--- src/rtl/carry_output_stage.sv ---
`default_nettype none
// =============================================================================
// Module      : carry_output_stage
// Description : Configurable per-lane output muxing/registering for a carry
//               chain, plus carry-out. Optional per-lane init values and a
//               synchronous set/reset input are built in when
//               CARRY_OUTPUT_STAGE_INIT_EN is defined.
// Revision    : 1.0
// =============================================================================
module carry_output_stage #(
  parameter int INPUTS = 4
) (
  input  logic              clk,
  input  logic              rst,
  input  logic              cfg_en,
  input  logic              cfg_in,
  output logic              cfg_out,
  output logic              cfg_done,
  input  logic              ce,
  input  logic [INPUTS-1:0] lut_out,
  input  logic [INPUTS-1:0] S,
  input  logic              Ci,
`ifdef CARRY_OUTPUT_STAGE_INIT_EN
  input  logic              sr,
`endif
  output logic [INPUTS-1:0] out,
  output logic              Co
);

`ifdef CARRY_OUTPUT_STAGE_INIT_EN
  localparam int CFG_W = 3*INPUTS + 1;
`else
  localparam int CFG_W = 2*INPUTS + 1;
`endif
  localparam int              CNT_W      = $clog2(CFG_W + 1);
  localparam logic [CNT_W-1:0] C_CNT_ONE  = CNT_W'(1);
  localparam logic [CNT_W-1:0] C_CNT_LAST = CNT_W'(CFG_W);

  typedef enum logic [1:0] {
    UNCONF = 2'd0,
    SHIFT  = 2'd1,
    CONF   = 2'd2
  } state_t;

  state_t             state_q, state_d;
  logic [CNT_W-1:0]   cnt_q, cnt_d;
  logic [CFG_W-1:0]   chain_q, chain_d;
  logic [INPUTS-1:0]  lane_q, lane_d;
  logic               co_q, co_d;

  logic [INPUTS-1:0]  w_sel_sum;
  logic [INPUTS-1:0]  w_reg_en;
  logic               w_co_reg;
  logic [INPUTS-1:0]  w_lane_src;
  logic               w_conf;

  assign w_sel_sum  = chain_q[INPUTS-1:0];
  assign w_reg_en   = chain_q[2*INPUTS-1:INPUTS];
  assign w_co_reg   = chain_q[2*INPUTS];
  assign w_lane_src = (w_sel_sum & S) | (~w_sel_sum & lut_out);
  assign w_conf     = (state_q == CONF);

  always_comb begin
    state_d = state_q;
    cnt_d   = cnt_q;
    chain_d = chain_q;
    lane_d  = lane_q;
    co_d    = co_q;

    if (cfg_en) begin
      chain_d = {chain_q[CFG_W-2:0], cfg_in};
    end

    case (state_q)
      UNCONF: begin
        if (cfg_en) begin
          state_d = SHIFT;
          cnt_d   = C_CNT_ONE;
        end
      end
      SHIFT: begin
        if (cfg_en) begin
          cnt_d = cnt_q + C_CNT_ONE;
          if (cnt_q + C_CNT_ONE == C_CNT_LAST) begin
            state_d = CONF;
          end
        end
      end
      CONF: begin
        if (cfg_en) begin
          state_d = SHIFT;
          cnt_d   = C_CNT_ONE;
        end
      end
      default: begin
        state_d = UNCONF;
        cnt_d   = '0;
      end
    endcase

    // Any cycle outside CONF, or leaving it, parks the flops; entry to CONF seeds them.
    if (!w_conf || cfg_en) begin
      lane_d = '0;
      co_d   = 1'b0;
`ifdef CARRY_OUTPUT_STAGE_INIT_EN
      if (state_d == CONF) begin
        lane_d = chain_d[3*INPUTS:2*INPUTS+1];
      end
`endif
    end
`ifdef CARRY_OUTPUT_STAGE_INIT_EN
    else if (sr) begin
      lane_d = chain_q[3*INPUTS:2*INPUTS+1];
      co_d   = 1'b0;
    end
`endif
    else if (ce) begin
      lane_d = w_lane_src;
      co_d   = Ci;
    end
  end

  always_ff @(posedge clk) begin
    if (rst) begin
      state_q <= UNCONF;
      cnt_q   <= '0;
      chain_q <= '0;
      lane_q  <= '0;
      co_q    <= 1'b0;
    end else begin
      state_q <= state_d;
      cnt_q   <= cnt_d;
      chain_q <= chain_d;
      lane_q  <= lane_d;
      co_q    <= co_d;
    end
  end

  assign cfg_out  = chain_q[CFG_W-1];
  assign cfg_done = w_conf;
  assign out      = w_conf ? ((w_reg_en & lane_q) | (~w_reg_en & w_lane_src)) : '0;
  assign Co       = w_conf ? (w_co_reg ? co_q : Ci) : 1'b0;

endmodule
`default_nettype wire

--- config.mk ---
export PLATFORM = sky130hd
export DESIGN_NAME = carry_output_stage
export DESIGN_NICKNAME = d
export VERILOG_FILES = /design/src/rtl/carry_output_stage.sv
export SDC_FILE = /design/constraint.sdc
export NUM_CORES = 1
export LEC_CHECK = 0
export CORE_MARGIN = 5
export CORE_UTILIZATION = 60
export CTS_CLUSTER_SIZE = 30
export DETAILED_ROUTE_END_ITERATION = 12
export DONT_BUFFER_PORTS = 1
export MAX_ROUTING_LAYER = met4
export PLACE_DENSITY_LB_ADDON = 0.05
export REMOVE_ABC_BUFFERS = 1
export SLEW_MARGIN = 5
export SYNTH_ARGS = -nofsm -noshare
export SYNTH_HDL_FRONTEND = slang
export SYNTH_SLANG_ARGS = --single-unit
--- constraint.sdc ---
create_clock -name clk -period 1.5 [get_ports clk]
set_input_delay 0.3 -clock clk [delete_from_list [all_inputs] [get_ports clk]]
set_output_delay 0.3 -clock clk [all_outputs]
set_load 0.01 [all_outputs]
==> run metrics, run 1 <==
final global-route overflow total=0; final non-filler cell area=1210 um^2; failing checks=negative setup slack; CP Max Fanout=2; CTS buffer count=3; cell type with the highest aggregate area in the netlist=sky130_fd_sc_hd__dfxtp_1; post-synthesis average cell area=8.83 um^2; total core area=1560 um^2; IO Count=21; Total Die Area=2620 um^2; number of unique standard cell types used by synthesis=30; final setup violating endpoints=3; via density per instance=5.77; fraction of registers with async set or reset after synthesis=0%; Via Count=820; Cell Pwr Density=921 nW/um^2; sequential-to-total area share from yosys stat=39.4%; DRT Pass-1 Iters=4; final WL=2340 um; remaining routing DRC violations=0; share of the cycle needed by the critical path after routing=101%; share of layout cells above drive strength 1=32.5%; Achievable Freq=659 MHz; floorplan die height=51.2 um; detailed placement HPWL=1390 um; number of flip-flops and latches in the synthesized netlist=20; worst max-slew margin expressed relative to the limit=81.1%; type of the most critical hold path=input port to flip-flop; cell area after synthesis=1020 um^2; unrepaired setup endpoints after global routing=yes; cell leakage power=0.483 nW; post-detailed-route count of antenna-violating nets=0; dominant synthesized flop cell=sky130_fd_sc_hd__dfxtp_1; filler cell count in the final layout=110; gr usage total=18.0%; number of hold buffers added after cts=0; type of element launching the critical path=flip-flop; CP Data Required Time=1200 ps; count of yosys warnings during synthesis=0; share of the core filled with cells in the final layout=77.8%; top cell type's share of synthesized area=39.4%; actual slew at the worst max-slew pin=283 ps; crit path DAT=1220 ps; clock root cell=sky130_fd_sc_hd__clkbuf_4; DR WL/cell=16.5 um; via count of the first global-routing pass=743; worst-case clock skew=10.7 ps; number of antenna diodes=0; number of enable flip-flop cells after synthesis=0; total number of H-tree levels=1; Final Slew Violations=0; number of port buffers=0; wire length of the first global-routing pass=3430 um; CP Class=flip-flop to output pin; maximum number of pins on one net before global-route repair=24; top area cells in the synthesized netlist=sky130_fd_sc_hd__dfxtp_1 39%, sky130_fd_sc_hd__mux2i_1 15%, sky130_fd_sc_hd__nor2_1 10%, sky130_fd_sc_hd__a211oi_2 4.9%, sky130_fd_sc_hd__a21oi_1 3.4%; shortest period the worst path allows=1520 ps; CTS tree=built; post-place instance area=1010 um^2; DRT iter0 DRCs=16; maximum clock insertion buffer count=2; cell count after synthesis=115; final-stage net count=143; initial cell density of the core=65.2%; source-to-sink clock delay at the later pin of the worst-skew pair=310 ps; final-layout setup total negative slack=-29.2 ps; outcome=complete, but fails checks; final weighted congestion in routability-driven placement=0.780; largest voltage drop on the vdd net=0.749 mV; width of the die=51.2 um; register clock-pin slew on the reported worst setup and hold paths=120 ps; setup slack of the critical path after layout=-17.8 ps; Hold Fails Final Rpt=0; P&R area growth vs syn=19.3%; antenna violations before repair=0; # rows=14; clock sinks=20; max-cap viol count=0; endpoint class of the critical path=output pin
timing repair:
action / CTS / global route
gates resized for setup: 9 / 10
setup endpoints to repair: 4 / 6
setup buffers: 8 / 3
cloned: 0 / 0
state kept, by name, indices dropped and copies added (netlist names):
signal   count
chain_q      9
lane_q       4
state_q      2
cnt_q        4
co_q         1
power breakdown:
group	internal [mW]	switching [mW]	total (mW)
sequential	0.540	0.00770	0.548
combinational	0.0705	0.0523	0.123
clock	0.270	0.175	0.445
total	0.881	0.235	1.12
critical path, cell delays in order, from the launching register on:
cell and delay [ps]:
sky130_fd_sc_hd__dfxtp_2 380, sky130_fd_sc_hd__mux2i_2 260, sky130_fd_sc_hd__nor2_1 80, sky130_fd_sc_hd__a21oi_2 120, sky130_fd_sc_hd__nor2_2 70
final timing paths:
check	slack (ps)	endpoint	depth (start not counted)	start
worst max-delay path	-20	out[3]	4	chain_q[3]$_SDFFE_PP0P_
worst min register to register	530	lane_q[2]$_SDFFE_PP0P_	2	lane_q[2]$_SDFFE_PP0P_
worst max register to register	180	state_q[1]$_SDFFE_PP0P_	5	cnt_q[0]$_SDFFE_PP0P_
worst min-delay path	30	chain_q[2]$_SDFFE_PP0P_	1	rst
placed cells by master, fill, tap and decap left out, drive strengths merged, types with 2 or more instances in the layout:
| cell type | n |
|---|---|
| dfxtp | 20 |
| clkbuf | 3 |
| a211oi | 6 |
| a21oi | 7 |
| a2bb2oi | 2 |
| nor2 | 28 |
| nand3 | 2 |
| nand2 | 4 |
| nand2b | 2 |
| buf | 14 |
| mux2i | 15 |
| ha | 2 |
| inv | 5 |
| nand4b | 3 |
kinds of logic (layout without fill, tap and decap cells):
kind of cell	count (synthesis)	count (layout)	synth area share, %
and+or+nand+nor	45	45	21.2
adders and majority gates	2	2	2.46
muxes	15	15	14.8
AOI/OAI and AO/OA	21	21	16.0
DFF	20	20	39.4
buffers and inverters	12	23	6.16
routing by layer:
metal	routed length, um	global-route usage, %	vias to the layer above
met2	1150	27.9	23
met1	1060	24.2	374
met3	109	3.78	2
li1	-	-	421
met4	21	4.04	0
met5	0	-	-
Yosys cell counts, drive strengths merged (2+ instances only):
library cell   n
inv            5
buf            5
mux2i         15
a21oi          7
nand2          4
nor2          28
dfxtp         20
a211oi         6
nand3          2
ha             2
nand2b         2
a2bb2oi        2
clkbuf         2
nand4b         3
final cells by class:
| type | instances | area (um^2) | share of cell area (%) |
|---|---|---|---|
| repair buffers | 14 | 105 | 8.67 |
| clock inverters | 1 | 30.0 | 2.48 |
| clock buffers | 3 | 22.5 | 1.86 |
| multi-input cells | 83 | 607 | 50.1 |
| inverters | 5 | 18.8 | 1.55 |
| flip-flops and latches | 20 | 409 | 33.7 |
| well taps | 16 | 20.0 | 1.65 |
through the flow:
step / cells / worst slack [ps] / total power [mW] / hold slack (ps)
CTS: 139 / -15.3 / 1.10 / 33.3
detailed placement: 127 / 98.8 / 0.644 / 376
global placement: 127 / 120 / 0.642 / 375
global route: 142 / -82.8 / 1.16 / 21.5
finish: 142 / -17.8 / 1.12 / 34.7
floorplan: 108 / 227 / 0.622 / 369
Power figures use the tool's default switching activity.
==> run 2, diff against run 1 <==
--- a/config.mk
+++ b/config.mk
@@ -10,6 +10,7 @@
 export CTS_CLUSTER_SIZE = 30
 export DETAILED_ROUTE_END_ITERATION = 12
 export DONT_BUFFER_PORTS = 1
+export GPL_ROUTABILITY_DRIVEN = 0
 export MAX_ROUTING_LAYER = met4
 export PLACE_DENSITY_LB_ADDON = 0.05
 export REMOVE_ABC_BUFFERS = 1
==> results of run 2 <==
Final layout, timing and power as in run 1 (identical DEF).
